## src/rtl/layer1_pkg.sv

```systemverilog
// Shared constants, FSM state type and fixed-point helpers for the layer-1
// convolution controller and its accumulator lanes.
`ifndef LAYER1_PKG_SV
`define LAYER1_PKG_SV

`define L1_LANE(vec, k, w) vec[(k)*(w) +: (w)]

package layer1_pkg;

    localparam int WORD_W = 16;
    localparam int N_OUT  = 8;
    localparam int KTAPS  = 9;
    localparam int ACC_W  = 20;
    localparam int PIX_W  = 12;

    localparam logic [3:0] TAP_LAST = 4'(KTAPS - 1);

    localparam logic signed [ACC_W:0] SAT_HI = 21'sd32767;
    localparam logic signed [ACC_W:0] SAT_LO = -21'sd32768;

    typedef enum logic [1:0] {
        ST_IDLE   = 2'd0,
        ST_ACCUM  = 2'd1,
        ST_OUTPUT = 2'd2,
        ST_FINISH = 2'd3
    } state_t;

    // Clamp a widened sum into the Q6.10 output range.
    function automatic logic [WORD_W-1:0] sat16(input logic signed [ACC_W:0] val);
        logic [WORD_W-1:0] res;
        if (val > SAT_HI) begin
            res = 16'h7FFF;
        end else if (val < SAT_LO) begin
            res = 16'h8000;
        end else begin
            res = val[WORD_W-1:0];
        end
        return res;
    endfunction

endpackage

`endif

```

## src/rtl/layer1_conv_ctrl_if.sv

```systemverilog
// Tap-input and result-output stream bundle of the layer-1 controller.
interface layer1_conv_ctrl_if;
    import layer1_pkg::*;

    logic                      in_valid;
    logic                      in_ready;
    logic [3*WORD_W-1:0]       in_data;
    logic                      out_valid;
    logic                      out_ready;
    logic [N_OUT*WORD_W-1:0]   out_data;

    modport master (
        output in_valid, in_data, out_ready,
        input  in_ready, out_valid, out_data
    );

    modport slave (
        input  in_valid, in_data, out_ready,
        output in_ready, out_valid, out_data
    );
endinterface

```

## src/rtl/layer1_acc_sat.sv

```systemverilog
// Eight accumulator lanes: per-tap add, clear, and the final
// bias + saturate + optional ReLU load of the output register.
module layer1_acc_sat
    import layer1_pkg::*;
(
    input  logic                     clk,
    input  logic                     rst,
    input  logic                     clr,
    input  logic                     add,
    input  logic                     fin,
    input  logic                     relu,
    input  logic [N_OUT*WORD_W-1:0]  sa_out,
    input  logic [N_OUT*WORD_W-1:0]  bias,
    output logic [N_OUT*WORD_W-1:0]  out_data
);

    logic signed [ACC_W-1:0] acc_r   [N_OUT];
    logic signed [ACC_W:0]   sum_s   [N_OUT];
    logic [WORD_W-1:0]       sat_s   [N_OUT];
    logic [N_OUT*WORD_W-1:0] result_s;
    logic [N_OUT*WORD_W-1:0] out_data_r;

    // Final-beat value per lane, formed one bit wider than the accumulator
    always_comb begin
        result_s = '0;
        for (int k = 0; k < N_OUT; k++) begin
            sum_s[k] = $signed({acc_r[k][ACC_W-1], acc_r[k]})
                     + $signed({{(ACC_W+1-WORD_W){sa_out[k*WORD_W+WORD_W-1]}}, `L1_LANE(sa_out, k, WORD_W)})
                     + $signed({{(ACC_W+1-WORD_W){bias[k*WORD_W+WORD_W-1]}}, `L1_LANE(bias, k, WORD_W)});
            sat_s[k] = sat16(sum_s[k]);
            if (relu && sat_s[k][WORD_W-1]) begin
                `L1_LANE(result_s, k, WORD_W) = 16'h0000;
            end else begin
                `L1_LANE(result_s, k, WORD_W) = sat_s[k];
            end
        end
    end

    // Accumulator lanes and the held output register
    always_ff @(posedge clk or posedge rst) begin
        if (rst) begin
            for (int k = 0; k < N_OUT; k++) begin
                acc_r[k] <= '0;
            end
            out_data_r <= '0;
        end else begin
            for (int k = 0; k < N_OUT; k++) begin
                if (clr) begin
                    acc_r[k] <= '0;
                end else if (add) begin
                    acc_r[k] <= acc_r[k]
                              + $signed({{(ACC_W-WORD_W){sa_out[k*WORD_W+WORD_W-1]}}, `L1_LANE(sa_out, k, WORD_W)});
                end else begin
                    acc_r[k] <= acc_r[k];
                end
            end
            if (fin) begin
                out_data_r <= result_s;
            end else begin
                out_data_r <= out_data_r;
            end
        end
    end

    assign out_data = out_data_r;

endmodule

```

## src/rtl/layer1_conv_ctrl.sv

```systemverilog
// Pixel sequencer around the 3-in/8-out MAC array: nine taps per pixel,
// then one handshaked 8-channel result, for a programmed number of pixels.
module layer1_conv_ctrl
    import layer1_pkg::*;
(
    input  logic                          clk,
    input  logic                          rst,
    input  logic                          start,
    input  logic [PIX_W-1:0]              num_pixels,
    input  logic                          relu_en,
    output logic                          busy,
    output logic                          done,
    layer1_conv_ctrl_if.slave             bus,
    output logic [3:0]                    w_addr,
    input  logic [N_OUT*3*WORD_W-1:0]     w_data,
    input  logic [N_OUT*WORD_W-1:0]       bias,
    output logic [3*WORD_W-1:0]           sa_input,
    output logic [N_OUT*3*WORD_W-1:0]     sa_weight,
    input  logic [N_OUT*WORD_W-1:0]       sa_out
);

    state_t             state_r;
    state_t             state_s;
    logic [3:0]         tap_cnt_r;
    logic [PIX_W-1:0]   pix_cnt_r;
    logic [PIX_W-1:0]   num_pix_r;
    logic               relu_r;

    logic               accept_s;
    logic               last_tap_s;
    logic               last_pix_s;
    logic               start_ok_s;
    logic               out_take_s;
    logic               busy_s;
    logic               done_s;
    logic               in_ready_s;
    logic               out_valid_s;
    logic [N_OUT*WORD_W-1:0] out_data_s;

    assign start_ok_s = (state_r == ST_IDLE) && start;
    assign accept_s   = (state_r == ST_ACCUM) && bus.in_valid;
    assign out_take_s = (state_r == ST_OUTPUT) && bus.out_ready;
    assign last_tap_s = (tap_cnt_r == TAP_LAST);
    assign last_pix_s = (pix_cnt_r == (num_pix_r - 12'd1));

    // State register
    always_ff @(posedge clk or posedge rst) begin
        if (rst) begin
            state_r <= ST_IDLE;
        end else begin
            state_r <= state_s;
        end
    end

    // Next-state logic
    always_comb begin
        state_s = state_r;
        case (state_r)
            ST_IDLE: begin
                if (start) begin
                    state_s = ST_ACCUM;
                end else begin
                    state_s = ST_IDLE;
                end
            end
            ST_ACCUM: begin
                if (accept_s && last_tap_s) begin
                    state_s = ST_OUTPUT;
                end else begin
                    state_s = ST_ACCUM;
                end
            end
            ST_OUTPUT: begin
                if (bus.out_ready) begin
                    state_s = last_pix_s ? ST_FINISH : ST_ACCUM;
                end else begin
                    state_s = ST_OUTPUT;
                end
            end
            ST_FINISH: state_s = ST_IDLE;
            default:   state_s = ST_IDLE;
        endcase
    end

    // Moore outputs decoded from the state register
    always_comb begin
        busy_s      = 1'b1;
        done_s      = 1'b0;
        in_ready_s  = 1'b0;
        out_valid_s = 1'b0;
        case (state_r)
            ST_IDLE:   busy_s      = 1'b0;
            ST_ACCUM:  in_ready_s  = 1'b1;
            ST_OUTPUT: out_valid_s = 1'b1;
            ST_FINISH: done_s      = 1'b1;
            default:   busy_s      = 1'b0;
        endcase
    end

    // Run parameters and tap/pixel counters; a zero pixel count runs one pixel
    always_ff @(posedge clk or posedge rst) begin
        if (rst) begin
            tap_cnt_r <= 4'd0;
            pix_cnt_r <= '0;
            num_pix_r <= '0;
            relu_r    <= 1'b0;
        end else if (start_ok_s) begin
            tap_cnt_r <= 4'd0;
            pix_cnt_r <= '0;
            num_pix_r <= (num_pixels == '0) ? 12'd1 : num_pixels;
            relu_r    <= relu_en;
        end else if (accept_s) begin
            tap_cnt_r <= last_tap_s ? 4'd0 : (tap_cnt_r + 4'd1);
        end else if (out_take_s && !last_pix_s) begin
            pix_cnt_r <= pix_cnt_r + 12'd1;
        end else begin
            tap_cnt_r <= tap_cnt_r;
        end
    end

    layer1_acc_sat u_acc (
        .clk      (clk),
        .rst      (rst),
        .clr      (start_ok_s || out_take_s),
        .add      (accept_s && !last_tap_s),
        .fin      (accept_s && last_tap_s),
        .relu     (relu_r),
        .sa_out   (sa_out),
        .bias     (bias),
        .out_data (out_data_s)
    );

    assign busy          = busy_s;
    assign done          = done_s;
    assign bus.in_ready  = in_ready_s;
    assign bus.out_valid = out_valid_s;
    assign bus.out_data  = out_data_s;
    assign w_addr        = tap_cnt_r;
    assign sa_input      = bus.in_data;
    assign sa_weight     = w_data;

endmodule

```

## src/flat_wrapper.sv

```systemverilog
// flat-port wrapper written by rule: the top's interface ports become plain ports
module layer1_conv_ctrl_flat import layer1_pkg::*;
  (clk, rst, start, num_pixels, relu_en, busy, done, w_addr, w_data, bias, sa_input, sa_weight, sa_out, bus_in_valid, bus_in_data, bus_out_ready, bus_in_ready, bus_out_valid, bus_out_data);
  layer1_conv_ctrl_if bus_i ();
  input  logic clk;
  input  logic rst;
  input  logic start;
  input  logic [PIX_W-1:0] num_pixels;
  input  logic relu_en;
  output logic busy;
  output logic done;
  output logic [3:0] w_addr;
  input  logic [N_OUT*3*WORD_W-1:0] w_data;
  input  logic [N_OUT*WORD_W-1:0] bias;
  output logic [3*WORD_W-1:0] sa_input;
  output logic [N_OUT*3*WORD_W-1:0] sa_weight;
  input  logic [N_OUT*WORD_W-1:0] sa_out;
  input wire logic [$bits(bus_i.in_valid)-1:0] bus_in_valid;
  input wire logic [$bits(bus_i.in_data)-1:0] bus_in_data;
  input wire logic [$bits(bus_i.out_ready)-1:0] bus_out_ready;
  output wire logic [$bits(bus_i.in_ready)-1:0] bus_in_ready;
  output wire logic [$bits(bus_i.out_valid)-1:0] bus_out_valid;
  output wire logic [$bits(bus_i.out_data)-1:0] bus_out_data;
  assign bus_i.in_valid = bus_in_valid;
  assign bus_i.in_data = bus_in_data;
  assign bus_i.out_ready = bus_out_ready;
  assign bus_in_ready = bus_i.in_ready;
  assign bus_out_valid = bus_i.out_valid;
  assign bus_out_data = bus_i.out_data;
  layer1_conv_ctrl u_core (.clk(clk), .rst(rst), .start(start), .num_pixels(num_pixels), .relu_en(relu_en), .busy(busy), .done(done), .bus(bus_i), .w_addr(w_addr), .w_data(w_data), .bias(bias), .sa_input(sa_input), .sa_weight(sa_weight), .sa_out(sa_out));
endmodule
```

## config.mk

```make
export PLATFORM = sky130hd
export DESIGN_NAME = layer1_conv_ctrl_flat
export DESIGN_NICKNAME = d
export VERILOG_FILES = /design/src/rtl/layer1_pkg.sv /design/src/rtl/layer1_conv_ctrl_if.sv /design/src/rtl/layer1_acc_sat.sv /design/src/rtl/layer1_conv_ctrl.sv /design/src/flat_wrapper.sv
export SDC_FILE = /design/constraint.sdc
export NUM_CORES = 2
export LEC_CHECK = 0
export ABC_AREA = 1
export CORE_AREA = 2 2 497 499
export DETAILED_ROUTE_END_ITERATION = 8
export DIE_AREA = 0 0 499 501
export DONT_BUFFER_PORTS = 1
export PLACE_DENSITY = 0.3
export SLEW_MARGIN = 10
export SYNTH_ARGS = -nofsm -noshare
export SYNTH_HDL_FRONTEND = slang
export SYNTH_SLANG_ARGS = --single-unit
```

## constraint.sdc

```tcl
create_clock -name clk -period 16.05 [get_ports clk]
set_input_delay 3.21 -clock clk [delete_from_list [all_inputs] [get_ports clk]]
set_output_delay 3.21 -clock clk [all_outputs]
set_load 0.005 [all_outputs]
```

-- Yosys cells after proc, flatten, opt, wreduce, memory -nomap -nowiden
Index checks and enable logic that the tools add are counted.
Widths: inputs -> output; s select.
- output and inout port bits: 568
- input bits: 706
- register bits after elaboration: 319
- magnitude comparators: 16
- reductions and logical operators: 23
- $add $sub $neg: 27
- equal/unequal tests: 6
- mux-type cells: 56
- operators with widths (cell ; count):
    $mux 16 ; 24
    $mux 20 ; 16
    $add 20x16->21 ; 8
    $add 21x16->21 ; 8
    $gt 21x16->1 const B ; 8
    $lt 21x16->1 const B ; 8
    $add 20x16->20 ; 8
    $mux 12 ; 4
    $logic_and 1x1->1 ; 14
    $add 12x1->12 const B ; 1
    $eq 12x12->1 ; 1
    $logic_not 12->1 ; 1
    $mux 4 ; 3
    $sub 12x1->12 const B ; 1
    $pmux 2 s4 ; 1
    $mux 2 ; 3
    $reduce_bool 2->1 ; 3
    $mux 1 ; 5
    $add 4x1->4 const B ; 1
    $eq 2x2->1 const B ; 2
    $eq 4x4->1 const B ; 1
    $eq 2x1->1 const B ; 1
    $logic_not 1->1 ; 2
    $logic_not 2->1 ; 1
    other kinds (3) ; 3

-- Depth between registers and ports, before layout
- depth after elaboration: 7
- gate-level depth with buffers: 21
- mapped depth without buffers: 20

-- Cells and area by module
Synthesis repeated with hierarchy kept, for this count alone.
- cell total of the unflattened synthesis: 5266
- area total of the unflattened synthesis: 37090.6 µm²
- modules (own cells, without submodules) (module ; times used ; cells an instance ; area an instance (µm²)):
    layer1_acc_sat ; 1 ; 4519 ; 31641.6
    layer1_conv_ctrl ; 1 ; 747 ; 5449.0

-- Least setup slack after synthesis
OpenSTA, ideal clock, no wires.
- kind: input to output
- from: input bus_in_data[0]
- to: output sa_input[0]
- data required time: 12.840 ns
- arrival time: 3.321 ns
- stages on the path: 1
- slack: 9.519 ns
- path buffers: 1
- cells stage by stage: buf_4
- RTL lines (item ; line ; source):
    start: declaration ; flat_wrapper.sv:19 ; input wire logic [$bits(bus_i.in_data)-1:0] bus_in_data;
    end: declaration ; flat_wrapper.sv:15 ; output logic [3*WORD_W-1:0] sa_input;
No word-level cell between the ends.

-- Final worst setup path
- from: input w_data[29]
- to: output sa_weight[29]
- RTL lines (item ; line ; source):
    start: declaration ; flat_wrapper.sv:13 ; input logic [N_OUT*3*WORD_W-1:0] w_data;
    end: declaration ; flat_wrapper.sv:16 ; output logic [N_OUT*3*WORD_W-1:0] sa_weight;
No word-level cell between the ends.

==> reports/metrics.csv <==
metric,value,unit
p_sw,0.00519,W
hold_viol,0,
ios,1274,
power_density,242,mW/mm^2
grt_first_pass_wirelength,221000,microns
critPathLaunchType,input port,
rsz0062_at_grt,false,
netlist_instances,5082,
grt_max_degree,83,
area_delta_synth_final,6.79,%
gp_congestion,0.822,
clock_path_buffers,3,
ir_drop,0.000119,V
die-area,0.250,sq mm
rows,182,
status,"finished, final reports clean",
die_y,501,microns
cts_sinks,319,
p_sw_share,55.0,%
viasPerCell,3.90,
grt_remaining_overflow,0,
p_leak,18.5,nW
skew,14.9,ps
seq_power_share,16.9,%
ff_latch_area,0.00798,sq mm
num_vias,30800,
synth_area,0.0365,sq mm
drive_above_1_share,4.76,%
cts.htree.levels,2,
synth-edff-count,0,
port_buffers,0,
clk_pin_slew,60,ps
wl,151000,microns
critPathRequiredTime,12840,ps
fillers,28000,
cts_tree,yes,
coreArea,0.245,sq mm
antenna_found_initial,11,
drv_cap,0,
grt_pass1_vias,32400,
first_pass_iters,5,
cp-end-kind,output pin,
synth_common_cells,"nand2_1, buf_4, inv_1",
critPathMaxFanout,1,
hp-start,u_core.u_acc.out_data[66],
synth-seq-cells,319,
synth_flop_cell,dfrtp_1,
synthTopCellsByArea,"dfrtp_1, nand2_1, ha_1",
synth_top_area_cell,dfrtp_1,
crit_arrival,3210,ps
clkLatencyLatePin,680,ps
synth_cell_type_count,53,
setup_tns,0,ps
comb_power_share,68.9,%
tightest_slew,1030,ps
min_period,6420,ps
synth_warnings,0,
clock_power_share,14.2,%
max_freq,0.156,GHz
synth-async-reset-ratio,100,%
drt_iter0_markers,1548,
hp-class,flip-flop to flip-flop,
p_int,0.00425,W
synth_top_area_share,21.9,%
post_cts_buffers,0,
crit_path_start,w_data[29],
reg2reg_from,u_core.state_r[1],
setup_violations,0,
post-route-util,15.9,%
final_nets,5834,
fp.dieW,499,microns
globalRouteTotalUtil,11.8,%
drtAntennaViolNets,0,
cts_resized,0,
postSynthAreaPerCell,7.19,sq um
numCtsBuffers,54,
slew_viol_final,0,
synth_nets,6272,
ctsHoldBuffers,0,
period_share,40.0,%
yosysMostFrequentCell,nand2_1,
start_util,14.9,%
dpl.hpwl,123000,microns
seq_area_frac_synth,21.9,%
wl_per_cell,19.0,microns
cts_root_buf,clkbuf_16,
drc,0,
criticalPathCategory,input port to output pin,
multiInputGateArea,0.0232,sq mm
relSlewSlack,31.1,%
worst paths after layout:
path                       cells after the start  slack (ps)                         to
min in group asynchronous                      1        2410     u_core.u_acc.acc_r[29]
min                                            2         500  u_core.u_acc.out_data[66]
max                                            0        9630              sa_weight[29]
max in group asynchronous                      3       11670     u_core.u_acc.acc_r[80]
min reg2reg                                    2         500  u_core.u_acc.out_data[66]
max reg2reg                                   10       12280   u_core.u_acc.out_data[3]
tightest hold or removal path, delay by kind of cell, from the launching register on:
family | cells | cell delay, ps
flip-flops | 1 | 360
AND/OR/NAND/NOR | 2 | 110
power by group through the flow:
stage | clock network, W | registers, W | logic [W]
floorplan | 0 | 0.00142 | 0.00506
global placement | 0 | 0.00162 | 0.00664
detailed placement | 0 | 0.00162 | 0.00659
CTS | 0.00142 | 0.00161 | 0.00664
global route | 0.00144 | 0.00165 | 0.00750
finish | 0.00134 | 0.00160 | 0.00650
area by class of cell:
cell class / instances / area share [%]
timing repair buffer: 22 / 0.423
sequential: 319 / 20.5
clock inverter: 23 / 0.853
antenna: 6 / 0.0385
tap: 3220 / 10.3
multi-input combinational: 3813 / 59.6
clock buffer: 76 / 4.12
inverter: 434 / 4.21
registers in the layout, summed over array words and instances, names as in the netlist:
register	flops
u_core.w_addr	4
u_core.state_r	2
u_core.num_pix_r	12
u_core.u_acc.out_data	128
u_core.pix_cnt_r	12
u_core.u_acc.acc_r	160
u_core.relu_r	1
per-layer routing:
metal	vias up	track usage [%]	wire, microns
li1	15400	-	-
met1	14400	13.4	61000
met2	760	20.6	72400
met3	291	3.86	11300
met4	2	4.36	5850
met5	-	0	13
logic make-up (layout without fill, tap and decap cells):
| logic type | Yosys count | after routing | synth area share [%] |
|---|---|---|---|
| simple gates | 2303 | 2303 | 25.9 |
| xor+xnor | 177 | 177 | 4.29 |
| buf+inv | 950 | 555 | 14.6 |
| flops | 319 | 319 | 21.9 |
| other cells | 0 | 6 | 0 |
| fa+ha+maj | 484 | 484 | 20.2 |
| compound gates | 849 | 849 | 13.1 |
placed cells by master, fill, tap and decap left out, drive strengths merged, types with 7 or more instances in the layout:
| cell type | Yosys | routed |
|---|---|---|
| nand2 | 1592 | 1592 |
| inv | 433 | 433 |
| a21oi | 395 | 395 |
| nor2 | 325 | 325 |
| dfrtp | 319 | 319 |
| ha | 308 | 308 |
| o21ai | 293 | 293 |
| nand3 | 240 | 240 |
| fa | 176 | 176 |
| xor2 | 107 | 107 |
| clkbuf | 39 | 76 |
| xnor2 | 70 | 70 |
| nand4 | 41 | 41 |
| o31ai | 34 | 34 |
| nor3 | 30 | 30 |
| nor4 | 24 | 24 |
| o21bai | 23 | 23 |
| buf | 477 | 22 |
| nand3b | 20 | 20 |
| a21o | 17 | 17 |
| a31oi | 17 | 17 |
| a22o | 16 | 16 |
| and2 | 14 | 14 |
| a21boi | 14 | 14 |
| or2 | 12 | 12 |
| clkinv | 1 | 12 |
| o211ai | 10 | 10 |
| bufinv | 0 | 8 |
| a32o | 7 | 7 |
metrics by stage:
step	hold slack, ps	total power (W)	setup WS [ps]	instance area (sq um)	cells
2_1_floorplan	468	0.00648	4010	36500	5082
3_3_place_gp	494	0.00826	9570	37100	7808
3_5_place_dp	495	0.00822	9540	37100	7808
4_1_cts	511	0.00967	9630	39000	7907
5_1_grt	528	0.0106	9630	39000	7909
6_report	505	0.00943	9630	39000	7913
(Power assumes the default switching activity.)
